**src/rtl/pong_pkg.sv**
```systemverilog
// Shared types and position/pattern codes for the LED ping-pong table.
// Also used by the LED decoder, which maps these codes to lamps.
package pong_pkg;

    typedef enum logic [2:0] {
        ST_IDLE,
        ST_SERVE,
        ST_MOVE_LEFT,
        ST_MOVE_RIGHT,
        ST_POINT,
        ST_GAME_OVER
    } state_t;

    typedef enum logic {
        SIDE_RIGHT = 1'b0,
        SIDE_LEFT  = 1'b1
    } side_t;

    localparam logic [5:0] POS_RIGHT_END = 6'd1;
    localparam logic [5:0] POS_LEFT_END  = 6'd16;
    localparam logic [5:0] PAT_IDLE      = 6'd0;
    localparam logic [5:0] PAT_POINT     = 6'd17;

    function automatic logic [5:0] serve_pos(input side_t s);
        return (s == SIDE_LEFT) ? POS_LEFT_END : POS_RIGHT_END;
    endfunction

endpackage

```
**src/rtl/pong_ball_controller_if.sv**
```systemverilog
// Player/tick inputs and display outputs of the ball controller.
// The master modport is the input side, the slave modport is the controller.
interface pong_ball_controller_if;
    logic       tick;
    logic       start;
    logic       btn_left;
    logic       btn_right;
    logic [5:0] counter;
    logic [3:0] score_left;
    logic [3:0] score_right;
    logic       game_over;

    modport master (
        output tick, start, btn_left, btn_right,
        input  counter, score_left, score_right, game_over
    );

    modport slave (
        input  tick, start, btn_left, btn_right,
        output counter, score_left, score_right, game_over
    );
endinterface

```
**src/rtl/pong_score_keeper.sv**
```systemverilog
// Two 4-bit player scores with clear, increment-by-side and a win compare.
import pong_pkg::*;

module pong_score_keeper #(
    parameter int WIN_SCORE = 7
) (
    input  logic       clk,
    input  logic       rst,
    input  logic       i_clear,
    input  logic       i_inc,
    input  side_t      i_side,
    output logic [3:0] o_score_left,
    output logic [3:0] o_score_right,
    output logic       o_win
);
    logic [3:0] r_left;
    logic [3:0] r_right;

    always_ff @(posedge clk or posedge rst) begin
        if (rst) begin
            r_left  <= 4'd0;
            r_right <= 4'd0;
        end else if (i_clear) begin
            r_left  <= 4'd0;
            r_right <= 4'd0;
        end else if (i_inc) begin
            if (i_side == SIDE_LEFT)
                r_left <= r_left + 4'd1;
            else
                r_right <= r_right + 4'd1;
        end
    end

    assign o_score_left  = r_left;
    assign o_score_right = r_right;
    assign o_win = (r_left == 4'(WIN_SCORE)) ||
                   (r_right == 4'(WIN_SCORE));
endmodule

```
**src/rtl/pong_ball_controller.sv**
```systemverilog
// Game sequencer: serve, ball travel, paddle-hit windows, scoring, game end.
import pong_pkg::*;

module pong_ball_controller #(
    parameter int WIN_SCORE   = 7,
    parameter int POINT_TICKS = 4
) (
    input logic clk_game,
    input logic rst,
    pong_ball_controller_if.slave bus
);
    localparam int PTW = (POINT_TICKS < 2) ? 1 : $clog2(POINT_TICKS);

    state_t         r_state;
    logic [5:0]     r_counter;
    side_t          r_server;
    logic           r_hit;
    logic [PTW-1:0] r_pt_cnt;
    logic           r_game_over;

    logic  w_at_end;
    logic  w_rcv_btn;
    logic  w_hit;
    logic  w_miss;
    logic  w_clear;
    logic  w_win;
    side_t w_scorer;

    always_comb begin
        w_at_end  = 1'b0;
        w_rcv_btn = 1'b0;
        w_scorer  = SIDE_RIGHT;
        if (r_state == ST_MOVE_LEFT) begin
            w_at_end  = (r_counter == POS_LEFT_END);
            w_rcv_btn = bus.btn_left;
            w_scorer  = SIDE_RIGHT;
        end else if (r_state == ST_MOVE_RIGHT) begin
            w_at_end  = (r_counter == POS_RIGHT_END);
            w_rcv_btn = bus.btn_right;
            w_scorer  = SIDE_LEFT;
        end
        // a press landing on the return tick still counts
        w_hit   = r_hit | w_rcv_btn;
        w_miss  = w_at_end & bus.tick & ~w_hit;
        w_clear = bus.start &
                  ((r_state == ST_IDLE) || (r_state == ST_GAME_OVER));
    end

    pong_score_keeper #(
        .WIN_SCORE(WIN_SCORE)
    ) u_score (
        .clk          (clk_game),
        .rst          (rst),
        .i_clear      (w_clear),
        .i_inc        (w_miss),
        .i_side       (w_scorer),
        .o_score_left (bus.score_left),
        .o_score_right(bus.score_right),
        .o_win        (w_win)
    );

    always_ff @(posedge clk_game or posedge rst) begin
        if (rst) begin
            r_state     <= ST_IDLE;
            r_counter   <= PAT_IDLE;
            r_server    <= SIDE_RIGHT;
            r_hit       <= 1'b0;
            r_pt_cnt    <= '0;
            r_game_over <= 1'b0;
        end else begin
            unique case (r_state)
                ST_IDLE, ST_GAME_OVER: begin
                    if (bus.start) begin
                        r_state     <= ST_SERVE;
                        r_server    <= SIDE_RIGHT;
                        r_counter   <= POS_RIGHT_END;
                        r_hit       <= 1'b0;
                        r_game_over <= 1'b0;
                    end
                end
                ST_SERVE: begin
                    r_counter <= serve_pos(r_server);
                    r_hit     <= 1'b0;
                    if (r_server == SIDE_RIGHT && bus.btn_right)
                        r_state <= ST_MOVE_LEFT;
                    else if (r_server == SIDE_LEFT && bus.btn_left)
                        r_state <= ST_MOVE_RIGHT;
                end
                ST_MOVE_LEFT: begin
                    if (bus.tick) begin
                        if (!w_at_end) begin
                            r_counter <= r_counter + 6'd1;
                            r_hit     <= 1'b0;
                        end else if (w_hit) begin
                            r_state   <= ST_MOVE_RIGHT;
                            r_counter <= POS_LEFT_END - 6'd1;
                            r_hit     <= 1'b0;
                        end else begin
                            r_state   <= ST_POINT;
                            r_counter <= PAT_POINT;
                            r_server  <= SIDE_LEFT;
                            r_pt_cnt  <= '0;
                        end
                    end else if (w_at_end && w_rcv_btn) begin
                        r_hit <= 1'b1;
                    end
                end
                ST_MOVE_RIGHT: begin
                    if (bus.tick) begin
                        if (!w_at_end) begin
                            r_counter <= r_counter - 6'd1;
                            r_hit     <= 1'b0;
                        end else if (w_hit) begin
                            r_state   <= ST_MOVE_LEFT;
                            r_counter <= POS_RIGHT_END + 6'd1;
                            r_hit     <= 1'b0;
                        end else begin
                            r_state   <= ST_POINT;
                            r_counter <= PAT_POINT;
                            r_server  <= SIDE_RIGHT;
                            r_pt_cnt  <= '0;
                        end
                    end else if (w_at_end && w_rcv_btn) begin
                        r_hit <= 1'b1;
                    end
                end
                ST_POINT: begin
                    if (bus.tick) begin
                        if (r_pt_cnt == PTW'(POINT_TICKS - 1)) begin
                            r_pt_cnt <= '0;
                            if (w_win) begin
                                r_state     <= ST_GAME_OVER;
                                r_counter   <= PAT_POINT;
                                r_game_over <= 1'b1;
                            end else begin
                                r_state   <= ST_SERVE;
                                r_counter <= serve_pos(r_server);
                            end
                        end else begin
                            r_pt_cnt <= r_pt_cnt + 1'b1;
                        end
                    end
                end
                default: begin
                    r_state   <= ST_IDLE;
                    r_counter <= PAT_IDLE;
                end
            endcase
        end
    end

    assign bus.counter   = r_counter;
    assign bus.game_over = r_game_over;
endmodule

```
**src/flat_wrapper.sv**
```systemverilog
// flat-port wrapper written by rule: the top's interface ports become plain ports
module pong_ball_controller_flat 
#(
    parameter int WIN_SCORE   = 7,
    parameter int POINT_TICKS = 4
)
  (clk_game, rst, bus_tick, bus_start, bus_btn_left, bus_btn_right, bus_counter, bus_score_left, bus_score_right, bus_game_over);
  pong_ball_controller_if bus_i ();
  input logic clk_game;
  input logic rst;
  input wire logic [$bits(bus_i.tick)-1:0] bus_tick;
  input wire logic [$bits(bus_i.start)-1:0] bus_start;
  input wire logic [$bits(bus_i.btn_left)-1:0] bus_btn_left;
  input wire logic [$bits(bus_i.btn_right)-1:0] bus_btn_right;
  output wire logic [$bits(bus_i.counter)-1:0] bus_counter;
  output wire logic [$bits(bus_i.score_left)-1:0] bus_score_left;
  output wire logic [$bits(bus_i.score_right)-1:0] bus_score_right;
  output wire logic [$bits(bus_i.game_over)-1:0] bus_game_over;
  assign bus_i.tick = bus_tick;
  assign bus_i.start = bus_start;
  assign bus_i.btn_left = bus_btn_left;
  assign bus_i.btn_right = bus_btn_right;
  assign bus_counter = bus_i.counter;
  assign bus_score_left = bus_i.score_left;
  assign bus_score_right = bus_i.score_right;
  assign bus_game_over = bus_i.game_over;
  pong_ball_controller #(.WIN_SCORE(WIN_SCORE), .POINT_TICKS(POINT_TICKS)) u_core (.clk_game(clk_game), .rst(rst), .bus(bus_i));
endmodule
```
**config.mk**
```make
export PLATFORM = sky130hd
export DESIGN_NAME = pong_ball_controller_flat
export DESIGN_NICKNAME = d
export VERILOG_FILES = /design/src/rtl/pong_pkg.sv /design/src/rtl/pong_ball_controller_if.sv /design/src/rtl/pong_score_keeper.sv /design/src/rtl/pong_ball_controller.sv /design/src/flat_wrapper.sv
export SDC_FILE = /design/constraint.sdc
export NUM_CORES = 1
export LEC_CHECK = 0
export ABC_AREA = 0
export CAP_MARGIN = 15
export CORE_ASPECT_RATIO = 1.25
export CORE_MARGIN = 4
export CORE_UTILIZATION = 50
export CTS_BUF_LIST = sky130_fd_sc_hd__clkbuf_16
export CTS_CLUSTER_DIAMETER = 200
export DETAILED_ROUTE_END_ITERATION = 7
export PLACE_DENSITY_LB_ADDON = 0.15
export SYNTH_ARGS = -nofsm -noshare
export SYNTH_HDL_FRONTEND = slang
export SYNTH_SLANG_ARGS = --single-unit
```
**constraint.sdc**
```tcl
create_clock -name clk_game -period 1.98 [get_ports clk_game]
set_input_delay 0.594 -clock clk_game [delete_from_list [all_inputs] [get_ports clk_game]]
set_output_delay 0.594 -clock clk_game [all_outputs]
set_load 0.01 [all_outputs]
```
; Yosys cells after proc, flatten, opt, wreduce, memory -nomap -nowiden
; Index checks and enable logic that the tools add are counted.
[op_classes]
muxes = 60
n_eq_ne = 27
reduce_logical = 22
bitwise_logic = 6
add_sub_neg = 5
[ops]
columns = operator, n
row1 = $mux W6, 8
row2 = $mux W3, 12
row3 = $pmux W6 S5, 1
row4 = $mux W4, 6
row5 = $mux W1, 20
row6 = $ne A2 B2 Y1 const B, 9
row7 = $reduce_and A8 Y1, 2
row8 = $mux W5, 3
row9 = $pmux W3 S5, 1
row10 = $reduce_and A5 Y1, 3
row11 = $mux W2, 5
row12 = $ne A2 B1 Y1 const B, 5
row13 = $add A4 B1 Y4 const B, 2
row14 = $eq A4 B3 Y1 const B, 2
row15 = $reduce_bool A2 Y1, 4
row16 = $add A6 B1 Y6 const B, 1
row17 = $eq A3 B2 Y1 const B, 2
row18 = $eq A3 B3 Y1 const B, 2
row19 = $eq A6 B1 Y1 const B, 1
row20 = $eq A6 B5 Y1 const B, 1
row21 = $ne A3 B1 Y1 const B, 2
row22 = $pmux W1 S3, 2
row23 = $reduce_bool A3 Y1, 2
row24 = $sub A6 B1 Y6 const B, 1
row25 = other kinds (15), 23
[word_totals]
regBits = 22
in_bits = 6

; Depth between registers and ports, before layout
; Gate-level depths: netlist of the first run.
[logic_depth]
word_depth = 8
mapped_depth = 7
mapped_depth_nobuf = 7

; Hierarchy
; Synthesis of the first run repeated with hierarchy kept, for this count alone.
[unflattened]
cells_unflattened = 198
hier_area_um2 = 1747.9
[modules_own_cells]
columns = module, cells_each, instances, area_each_um2
row1 = pong_ball_controller, 158, 1, 1358.8
row2 = pong_score_keeper, 40, 1, 389.1

; Least setup slack after synthesis of the first run
; OpenSTA, ideal clock, no wires.
[synth_path]
path_type = input -> register
startpoint = input bus_tick
endpoint = register u_core.r_state[0]
n_path_buf = 2
required_time_ns = 1.846
arrival_time_ns = 1.923
cell_stages = 7
setup_time_ns = 0.134
path_slack_ns = -0.076
cell_sequence = clkbuf_2 nand2_1 o2111ai_1 or3b_2 clkbuf_1 o31ai_1 o31ai_1
[synth_via]
elab_chain_len = 2
[synth_lines]
columns = element, line_no
row1 = "start, declared", flat_wrapper.sv:11  ; input wire logic [$bits(bus_i.tick)-1:0] bus_tick;
row2 = $ne A2 B2 Y1 (no source line), -
row3 = $reduce_and A8 Y1 (no source line) (*), -
row4 = "end signal, assigned", pong_ball_controller.sv:64  ; r_state <= ST_IDLE;
row5 = "end signal, assigned", pong_ball_controller.sv:74  ; r_state <= ST_SERVE;
row6 = "end signal, assigned", pong_ball_controller.sv:85  ; r_state <= ST_MOVE_LEFT;
row7 = "end, declared", pong_ball_controller.sv:14  ; state_t r_state;
; Mark *: on every way between the ends. The rest lies on a longest branch, timed or not.
; A chain may end at the register's enable or synchronous reset.

; Worst setup path in the final report of the first run
[layout_path]
startpoint = register u_core.r_counter[5] (netlist: u_core.bus.counter[5])
endpoint = register u_core.u_score.r_left[3] (netlist: u_core.u_score.o_score_left[3])
[layout_via]
elab_chain_len = 7
[layout_lines]
columns = element, line_no
row1 = "start, declared", pong_ball_controller.sv:15  ; logic [5:0] r_counter;
row2 = "start signal, assigned", pong_ball_controller.sv:82  ; r_counter <= serve_pos(r_server);
row3 = "start signal, assigned", pong_ball_controller.sv:92  ; r_counter <= r_counter + 6'd1;
row4 = "start signal, assigned", pong_ball_controller.sv:96  ; r_counter <= POS_LEFT_END - 6'd1;
row5 = $eq A6 B1 Y1, pong_ball_controller.sv:38  ; w_at_end = (r_counter == POS_RIGHT_END);
row6 = $mux W1, pong_ball_controller.sv:37  ; end else if (r_state == ST_MOVE_RIGHT) begin
row7 = $mux W1 (*), pong_ball_controller.sv:33  ; if (r_state == ST_MOVE_LEFT) begin
row8 = $and A1 B1 Y1 (*) (2 in a row), pong_ball_controller.sv:44  ; w_miss = w_at_end & bus.tick & ~w_hit;
row9 = $reduce_bool A2 Y1 (no source line) (*), -
row10 = $reduce_and A2 Y1 (no source line) (*), -
row11 = "end signal, assigned", pong_score_keeper.sv:28  ; r_left <= r_left + 4'd1;
row12 = "end, declared", pong_score_keeper.sv:16  ; logic [3:0] r_left;
; Marks and branches as above.

==> flow_metrics.env, run 1 <==
export IMPL_die_h_um=72.11
export IMPL_cts_root_buf="clkbuf_16"
export IMPL_drt_iter0_drc=64
export IMPL_critical_path_class="reg -> reg"
export IMPL_ctsHoldBuffers=0
export IMPL_p_leak_nw=0.9597
export IMPL_cap_violations=0
export IMPL_grt_pass1_wl_um=7424
export IMPL_cts_tree="built"
export IMPL_final_nets=247
export IMPL_finalNonFillerCells=271
export IMPL_rsz0062_at_grt="true"
export IMPL_detail_route_antenna_nets=0
export IMPL_synth_edf_count=0
export IMPL_die_area_um2=4275
export IMPL_hold_violations=0
export IMPL_setup_worst_path_start_class="flop"
export IMPL_cp_arrival_ps=2070
export IMPL_path_max_fanout=7
export IMPL_syn_area_um2=1644
export IMPL_period_share=0.9724
export IMPL_syn2layout_area_growth_pct=35.24
export IMPL_drive_gt1_frac=0.2521
export IMPL_drt_total_wl_um=4348
export IMPL_seq_area_frac_synth=0.3349
export IMPL_powerDensity_nw_per_um2=1450
export IMPL_die_w_um=59.29
export IMPL_routabilityCongestion=0.8883
export IMPL_worstMarginPinSlew_ps=462.6
export IMPL_antenna_found_initial=0
export IMPL_clockBufferDepth=2
export IMPL_clkSinkCount=22
export IMPL_io_buffers=20
export IMPL_report_final_slew_viol_count=0
export IMPL_crit_chain="or3_4 > or3_4 > nor4_4 > xnor2_1 > nor2_2"
export IMPL_cts_setup_buffers=0
export IMPL_cpMostUsedCell="or3_4"
export IMPL_final_cell_area_um2=2223
export IMPL_first_pass_iters=4
export IMPL_register_area_um2=550.5
export IMPL_grt_max_degree=23
export IMPL_vias=1607
export IMPL_p_total_w=0.003225
export IMPL_dp_hpwl_um=3234
export IMPL_antenna_cells=0
export IMPL_start_util=0.5147
export IMPL_dp_cells=267
export IMPL_rr_startpoint="u_core.bus.counter[5]$_DFFE_PP0P_"
export IMPL_async_flop_share=1.000
export IMPL_critPathRequiredTime_ps=2130
export IMPL_min_to="u_core.bus.game_over$_DFFE_PP0P_"
export IMPL_reg2reg_to="u_core.u_score.o_score_left[3]$_DFFE_PP0P_"
export IMPL_slew_headroom=0.6883
export IMPL_fin_worst_skew_ps=3.452
export IMPL_reg2reg_slack_ps=50
export IMPL_synthFlopType="dfrtp_1"
export IMPL_drc=0
export IMPL_ys_warn_count=0
export IMPL_nFillCells=268
export IMPL_yosys_register_bits=22
export IMPL_drt_wirelength_per_cell_um=16.04
export IMPL_finalSetupViolCount=0
export IMPL_multi_input_area_um2=1057
export IMPL_dpl_cell_area_um2=2063
export IMPL_grt_pass1_vias=1686
export IMPL_peakVddDrop_mv=1.033
export IMPL_clk_latency_ps=260
export IMPL_hold_path_class="reg -> reg"
export IMPL_cts_htree_levels=1
export IMPL_fmax_mhz=519.4
export IMPL_whs_path_depth=2
export IMPL_clk_pin_slew_ps=60
export IMPL_syn_nets=203
export IMPL_coreArea_um2=3194
export IMPL_syn_inst=191
export IMPL_gr_total_overflow=0
export IMPL_num_rows=23
export IMPL_outcome="complete, no violations"
export IMPL_crit_path_top_delay_cell="dfrtp_1"
export IMPL_postLayoutCoreUtil=0.6960
export IMPL_viasPerCell=5.930
export IMPL_cts_buffers=3
export IMPL_cp_end_kind="flop"
export IMPL_r2r_cells=5
export IMPL_grtUsageTotal=0.2190
export IMPL_timing_hold_worst_start="u_core.bus.game_over$_DFFE_PP0P_"
export IMPL_max_stage_delay_ps=450
export IMPL_syn_avg_cell_area_um2=8.608
export IMPL_min_period_ps=1925
export IMPL_io_pins=21
export IMPL_ys_types=55
==> final cells by class <==
cell class,count,area share
multi-input cells,149,0.4755
flip-flops and latches,22,0.2476
repair buffers,50,0.1936
clock buffers,3,0.03376
well taps,37,0.02082
inverters,9,0.01519
clock inverters,1,0.01351
==> state kept, by name (all words and copies together) (netlist names) <==
name	cells
u_core.u_score.o_score_right	4
u_core.u_score.o_score_left	4
u_core.r_server	1
u_core.bus.counter	6
u_core.r_pt_cnt	2
u_core.r_state	3
u_core.bus.game_over	1
u_core.r_hit	1
==> metrics by stage <==
stage | worst slack (ps) | hold slack (ps) | TNS [ps]
floorplan | -0.6563 | 507.3 | -0.6563
detailed placement | -399.0 | 535.6 | -4943
finish | 54.55 | 555.6 | 0
CTS | 3.227 | 548.5 | 0
global route | -27.66 | 594.7 | -58.95
global placement | -304.3 | 525.1 | -4079
==> what timing repair did <==
item                       in CTS  in global routing
setup endpoints to repair       9                 12
resized for setup              11                  9
pin swaps                       5                  4
==> kinds of logic (layout without fill, tap and decap cells) <==
| family | count (synthesis) | count (layout) | synth area share |
|---|---|---|---|
| simple gates | 78 | 78 | 0.2702 |
| compound gates | 50 | 50 | 0.2070 |
| flops | 22 | 22 | 0.3349 |
| buf+inv | 20 | 63 | 0.05784 |
| xor+xnor | 11 | 11 | 0.05860 |
| fa+ha+maj | 6 | 6 | 0.04566 |
| mux | 4 | 4 | 0.02587 |
==> cells in the mapped netlist, types with 2 or more instances <==
| master | n | area, um^2 |
|---|---|---|
| a21oi_1 | 7 | 35.03 |
| xnor2_1 | 6 | 52.55 |
| o211ai_1 | 2 | 15.01 |
| mux2_2 | 2 | 22.52 |
| nand4_1 | 2 | 12.51 |
| o311ai_0 | 3 | 26.28 |
| a31oi_1 | 3 | 18.77 |
| nor3_2 | 3 | 30.03 |
| or3_1 | 2 | 12.51 |
| clkbuf_1 | 7 | 26.28 |
| dfrtp_1 | 22 | 550.5 |
| nor2b_1 | 5 | 31.28 |
| nor3_1 | 3 | 15.01 |
| nand2b_1 | 2 | 12.51 |
| o31ai_1 | 4 | 30.03 |
| ha_1 | 6 | 75.07 |
| nand2_1 | 17 | 63.81 |
| nor2_2 | 2 | 12.51 |
| or3_4 | 2 | 22.52 |
| nand3_1 | 8 | 40.04 |
| buf_6 | 2 | 22.52 |
| o21ai_0 | 15 | 75.07 |
| a22oi_1 | 2 | 15.01 |
| inv_1 | 9 | 33.78 |
| nor3b_1 | 2 | 15.01 |
| nor2_1 | 19 | 71.32 |
| mux2i_1 | 2 | 20.02 |
| xor2_1 | 5 | 43.79 |
==> where the power goes <==
| group | internal (W) | switching [W] | total (W) |
|---|---|---|---|
| registers | 0.000557 | 0.000128 | 0.000685 |
| clock network | 0.000402 | 0.000179 | 0.000581 |
| logic | 0.000895 | 0.00106 | 0.00196 |
==> worst max-delay path: cells and delay by family (launching register included) <==
kind | cells | cell delay (ps)
flops | 1 | 450
xor+xnor | 1 | 170
simple gates | 4 | 1210
==> cell usage in the layout, fill, tap and decap left out, types with 3 or more instances in the layout <==
cell type	count
xor2_1	5
inv_1	8
ha_1	5
clkbuf_16	3
nand3_1	7
nor2_1	19
o21ai_0	13
nor3_1	3
buf_4	28
o31ai_1	3
nor3_4	3
a31oi_1	3
clkdlybuf4s50_1	18
nor2b_1	5
a21oi_1	6
xnor2_1	6
nand2_1	17
dfrtp_1	22
==> per-layer routing <==
layer / up-vias / share of wire / global-route usage
li1: 772 / - / -
met1: 795 / 0.43 / 0.2573
met2: 36 / 0.53 / 0.3913
met3: 4 / 0.030 / 0.03737
met4: 0 / 0.0097 / 0.07557
met5: - / 0 / 0
==> how the worst max path moves through the flow <==
stage | slack [ps] | start | endpoint | cells after the start
2_1_floorplan | -0.7 | u_core.bus.counter[2]$_DFFE_PP0P_ | u_core.u_score.o_score_left[1]$_DFFE_PP0P_ | 7
3_3_place_gp | -300 | bus_tick | u_core.bus.counter[3]$_DFFE_PP0P_ | 7
3_5_place_dp | -400 | bus_start | u_core.bus.counter[2]$_DFFE_PP0P_ | 7
4_1_cts | 3 | bus_btn_right | u_core.u_score.o_score_left[1]$_DFFE_PP0P_ | 6
5_1_grt | -30 | u_core.bus.counter[5]$_DFFE_PP0P_ | u_core.u_score.o_score_left[3]$_DFFE_PP0P_ | 5
6_report | 50 | u_core.bus.counter[5]$_DFFE_PP0P_ | u_core.u_score.o_score_left[3]$_DFFE_PP0P_ | 5
Power figures use the tool's default switching activity.
==> run 2, diff against run 1 <==
CAP_MARGIN = 0   (was 15)
SKIP_CTS_REPAIR_TIMING = 1   (was default)
==> run 2 against run 1 <==
Compared with the run above: clock power about the same; maximum frequency fell by 0.27%; cell count rose by 0.74%; via count unchanged; critical endpoint is now u_core.r_state[0]$_DFFE_PP0P_; highest routed layer unchanged.
==> flow_metrics.env, run 2 (synthesized netlist as in run 1, its figures left out) <==
export IMPL_r2r_cells=5
export IMPL_hold_violations=0
export IMPL_io_pins=21
export IMPL_min_period_ps=1931
export IMPL_rr_startpoint="u_core.bus.counter[5]$_DFFE_PP0P_"
export IMPL_intPower_w=0.001912
export IMPL_antenna_cells=0
export IMPL_grt_pass1_wl_um=7300
export IMPL_antenna_found_initial=0
export IMPL_reg2reg_to="u_core.r_state[0]$_DFFE_PP0P_"
export IMPL_grt_pass1_vias=1672
export IMPL_whs_path_depth=2
export IMPL_critPathRequiredTime_ps=2110
export IMPL_die_area_um2=4275
export IMPL_vias=1607
export IMPL_cts_tree="built"
export IMPL_p_seq_frac=0.205
export IMPL_largest_reg_flops=6
export IMPL_p_total_w=0.003342
export IMPL_clk_pin_slew_ps=70
export IMPL_cts_buffers=3
export IMPL_die_h_um=72.11
export IMPL_place_ws_ps=-399.0
export IMPL_path_max_fanout=7
export IMPL_min_to="u_core.r_pt_cnt[1]$_DFFE_PP0P_"
export IMPL_detail_route_antenna_nets=0
export IMPL_most_common_layout_cells="31 x buf_4, 21 x dfrtp_1, 19 x nor2_1, 18 x clkdlybuf4s50_1, 17 x nand2_1"
export IMPL_coreArea_um2=3194
export IMPL_grt_busiest_layer="met2"
export IMPL_dp_cells=267
export IMPL_pwr_share_clk=0.174
export IMPL_finalSetupViolCount=0
export IMPL_first_pass_iters=4
export IMPL_timing_hold_worst_start="u_core.r_pt_cnt[1]$_DFFE_PP0P_"
export IMPL_dp_hpwl_um=3234
export IMPL_period_share=0.9751
export IMPL_drt_total_wl_um=4378
export IMPL_num_rows=23
export IMPL_p_sw_frac=0.4279
export IMPL_cts_htree_levels=1
export IMPL_routabilityCongestion=0.8883
export IMPL_use_met2=0.3742
export IMPL_drive_gt1_frac=0.2712
export IMPL_drt_wirelength_per_cell_um=16.04
export IMPL_finalNonFillerCells=273
export IMPL_syn2layout_area_growth_pct=38.51
export IMPL_report_final_slew_viol_count=0
export IMPL_clk_latency_ps=260
export IMPL_powerDensity_nw_per_um2=1468
export IMPL_drt_iter0_drc=80
export IMPL_cp_arrival_ps=2070
export IMPL_hold_path_class="reg -> reg"
export IMPL_rsz0062_at_grt="true"
export IMPL_tns_ps=0
export IMPL_drc=0
export IMPL_worstMarginPinSlew_ps=484.7
export IMPL_io_buffers=20
export IMPL_timing_final_ws_setup_ps=49.34
export IMPL_clkSinkCount=22
export IMPL_critical_path_class="in -> reg"
export IMPL_cap_violations=0
export IMPL_die_w_um=59.29
export IMPL_combPwrFrac=0.622
export IMPL_grt_use_met1=0.2573
export IMPL_start_util=0.5147
export IMPL_cp_end_kind="flop"
export IMPL_final_common_cell="buf_4"
export IMPL_grt_max_degree=23
export IMPL_met3_usage=0.03737
export IMPL_viasPerCell=5.886
export IMPL_cts_root_buf="clkbuf_16"
export IMPL_grtUsageTotal=0.2139
export IMPL_outcome="complete, no violations"
export IMPL_slew_headroom=0.6769
export IMPL_setup_worst_path_start_class="input port"
export IMPL_p_leak_nw=0.9924
export IMPL_final_nets=249
export IMPL_reg2reg_slack_ps=70
export IMPL_postLayoutCoreUtil=0.7129
export IMPL_gr_total_overflow=0
export IMPL_switchingPower_w=0.001430
export IMPL_clockBufferDepth=2
export IMPL_fmax_mhz=518.0
export IMPL_fin_worst_skew_ps=3.285
export IMPL_peakVddDrop_mv=1.182
==> run 2: how the worst max path moves through the flow <==
stage	startpoint	end	slack (ps)	depth (start not counted)
6_report	bus_btn_left	u_core.r_state[0]$_DFFE_PP0P_	50	6
4_1_cts	bus_start	u_core.bus.counter[2]$_DFFE_PP0P_	-140	7
2_1_floorplan	u_core.bus.counter[2]$_DFFE_PP0P_	u_core.u_score.o_score_left[1]$_DFFE_PP0P_	-0.7	7
3_3_place_gp	bus_tick	u_core.bus.counter[3]$_DFFE_PP0P_	-300	7
5_1_grt	bus_btn_left	u_core.r_state[0]$_DFFE_PP0P_	-10	6
3_5_place_dp	bus_start	u_core.bus.counter[2]$_DFFE_PP0P_	-400	7
==> run 2: power groups by stage <==
stage	logic, W	clock network [W]	registers, W
floorplan	0.00117	0	0.000679
global placement	0.00170	0	0.000676
detailed placement	0.00176	0	0.000685
CTS	0.00178	0.000580	0.000677
global route	0.00226	0.000597	0.000697
finish	0.00208	0.000580	0.000684
==> run 2: final cells by class <==
| class | count | area, um^2 |
|---|---|---|
| timing repair buffer | 52 | 449.2 |
| fill | 255 | 917.1 |
| tap | 37 | 46.29 |
| multi-input combinational | 149 | 1091 |
| inverter | 9 | 33.78 |
| sequential | 22 | 551.8 |
| clock buffer | 3 | 75.07 |
| clock inverter | 1 | 30.03 |
==> run 2: through the flow <==
stage | hold slack, ps | cell area (um^2)
after floorplan | 507.3 | 1669
after global placement | 525.1 | 2063
after detailed placement | 535.6 | 2063
after CTS | 548.5 | 2168
after global routing | 592.5 | 2277
final | 554.8 | 2277
==> run 2: routing by layer <==
metal	vias to the layer above	routed length, um
met5	-	0
li1	777	-
met4	0	20
met2	38	2366
met1	790	1797
met3	2	194
==> run 2: worst max-delay path, cell delays in order <==
cell and delay (ps):
clkdlybuf4s50_1 430, mux2_2 300, a21o_4 260, buf_4 150
a21oi_1 260, o31ai_4 80
==> run 3, diff against run 2 <==
ABC_CLOCK_PERIOD_IN_PS = 1980   (was default)
CTS_CLUSTER_SIZE = 14   (was default)
PLACE_DENSITY_LB_ADDON = 0.2   (was 0.15)
==> run 3 against run 2 <==
Compared with the run above: clock skew is 2.3 ps higher; maximum frequency decreased by 0.12%; via count up 0.19%; cell count up 0.73%; die area stayed put; critical path depth is 1 higher; non-clock buffer count is 3 higher; largest power group unchanged.
==> flow_metrics.env, run 3 (synthesized netlist as in run 1, its figures left out) <==
export IMPL_clk_pin_slew_ps=60
export IMPL_first_pass_iters=4
export IMPL_p_seq_frac=0.224
export IMPL_drt_wirelength_per_cell_um=15.89
export IMPL_finalNonFillerCells=275
export IMPL_most_common_layout_cells="33 x buf_4, 19 x nor2_1, 19 x dfrtp_1, 17 x clkdlybuf4s50_1, 16 x nand2_1"
export IMPL_m1WireLength_um=1781
export IMPL_period_share=0.9762
export IMPL_path_max_fanout=3
export IMPL_io_buffers=20
export IMPL_crit_buf_inv=3
export IMPL_clkSinkCount=22
export IMPL_die_w_um=59.29
export IMPL_cts_htree_levels=1
export IMPL_syn2layout_area_growth_pct=37.60
export IMPL_rsz0062_at_grt="true"
export IMPL_die_h_um=72.11
export IMPL_drt_iter0_drc=39
export IMPL_gr_total_overflow=0
export IMPL_start_util=0.5147
export IMPL_vias=1610
export IMPL_combPwrFrac=0.641
export IMPL_wl_met2_um=2373
export IMPL_critPathRequiredTime_ps=2120
export IMPL_finalSetupViolCount=0
export IMPL_tns_ps=0
export IMPL_cap_violations=0
export IMPL_grt_pass1_vias=1636
export IMPL_drt_total_wl_um=4371
export IMPL_grtUsageTotal=0.2162
export IMPL_drive_gt1_frac=0.2815
export IMPL_cts_tree="built"
export IMPL_die_area_um2=4275
export IMPL_largest_reg_flops=6
export IMPL_routed_top_layer="met4"
export IMPL_slew_headroom=0.6339
export IMPL_crit_path_top_delay_cell="clkdlybuf4s50_1"
export IMPL_antenna_found_initial=0
export IMPL_peakVddDrop_mv=1.013
export IMPL_postLayoutCoreUtil=0.7082
export IMPL_num_rows=23
export IMPL_worstMarginPinSlew_ps=549.1
export IMPL_intPower_w=0.001795
export IMPL_switchingPower_w=0.001362
export IMPL_critical_path_class="in -> reg"
export IMPL_setup_worst_path_start_class="input port"
export IMPL_viasPerCell=5.855
export IMPL_routabilityCongestion=0.9088
export IMPL_cp_arrival_ps=2070
export IMPL_hold_violations=0
export IMPL_clockBufferDepth=2
export IMPL_antenna_cells=0
export IMPL_nFillCells=249
export IMPL_outcome="complete, no violations"
export IMPL_min_period_ps=1933
export IMPL_fmax_mhz=517.3
export IMPL_cts_buffers=3
export IMPL_cp_end_kind="flop"
export IMPL_detail_route_antenna_nets=0
export IMPL_p_leak_nw=1.001
export IMPL_cts_root_buf="clkbuf_16"
export IMPL_clk_latency_ps=250
export IMPL_grt_pass1_wl_um=7245
export IMPL_dp_hpwl_um=3293
export IMPL_crit_family="buffers and inverters"
export IMPL_io_pins=21
export IMPL_pwr_share_clk=0.135
export IMPL_drc=0
export IMPL_final_nets=252
export IMPL_max_stage_delay_ps=480
export IMPL_report_final_slew_viol_count=0
export IMPL_coreArea_um2=3194
export IMPL_fin_worst_skew_ps=5.543
export IMPL_p_sw_frac=0.4313
export IMPL_wl_met3_um=126
export IMPL_hold_path_class="reg -> reg"
export IMPL_cpMostUsedCell="buf_4"
export IMPL_grt_max_degree=23
export IMPL_dp_cells=266
export IMPL_powerDensity_nw_per_um2=1396
export IMPL_final_common_cell="buf_4"
export IMPL_crit_chain="clkdlybuf4s50_1 > mux2_4 > a21oi_2 > o2111a_2 > buf_4 > buf_4 > o32a_1"
==> run 3: final timing paths <==
path	startpoint	end	slack, ps	cells after the start
setup / recovery	bus_btn_right	u_core.r_hit$_DFFE_PP0P_	50	7
hold / removal	u_core.bus.game_over$_DFFE_PP0P_	u_core.bus.game_over$_DFFE_PP0P_	550	2
setup reg to reg	u_core.bus.counter[1]$_DFFE_PP0P_	u_core.r_hit$_DFFE_PP0P_	70	9
hold reg to reg	u_core.bus.game_over$_DFFE_PP0P_	u_core.bus.game_over$_DFFE_PP0P_	550	2
max in group asynchronous	rst	u_core.bus.counter[0]$_DFFE_PP0P_	1030	3
min in group asynchronous	rst	u_core.r_pt_cnt[0]$_DFFE_PP0P_	690	3
==> run 3: cell type report <==
cell class / instances / area [um^2] / share of cell area
sequential: 22 / 554.3 / 0.2450
clock buffer: 3 / 75.07 / 0.03319
tap: 37 / 46.29 / 0.02046
timing repair buffer: 55 / 478.0 / 0.2113
inverter: 9 / 33.78 / 0.01493
multi-input combinational: 149 / 1075 / 0.4751
==> run 3: power by group through the flow <==
| stage | clock, W | sequential [W] | combinational [W] |
|---|---|---|---|
| 3_3_place_gp | 0 | 0.000687 | 0.00168 |
| 6_report | 0.000426 | 0.000707 | 0.00202 |
| 3_5_place_dp | 0 | 0.000694 | 0.00173 |
| 4_1_cts | 0.000437 | 0.000686 | 0.00175 |
| 2_1_floorplan | 0 | 0.000679 | 0.00117 |
| 5_1_grt | 0.000456 | 0.000722 | 0.00219 |
==> run 3: tightest hold or removal path, cell delays in order, from the launching register on <==
cell,delay (ps)
dfrtp_1,370
inv_1,50
o21ai_0,80
==> run 3: layer usage <==
layer  track usage  vias to the layer above
met4       0.08312                        0
met2        0.3925                       32
met1        0.2508                      779
li1              -                      787
met5             0                        -
met3       0.02669                       12
==> run 3: through the flow <==
stage          cell area, um^2  hold slack (ps)  setup WS, ps  total power, W
2_1_floorplan             1669            507.3       -0.6563        0.001846
3_3_place_gp              2056            525.9        -300.2        0.002364
3_5_place_dp              2056            541.4        -374.7        0.002426
4_1_cts                   2131            554.4        -105.0        0.002875
5_1_grt                   2262            583.8        -21.06        0.003367
6_report                  2262            550.1         47.05        0.003157
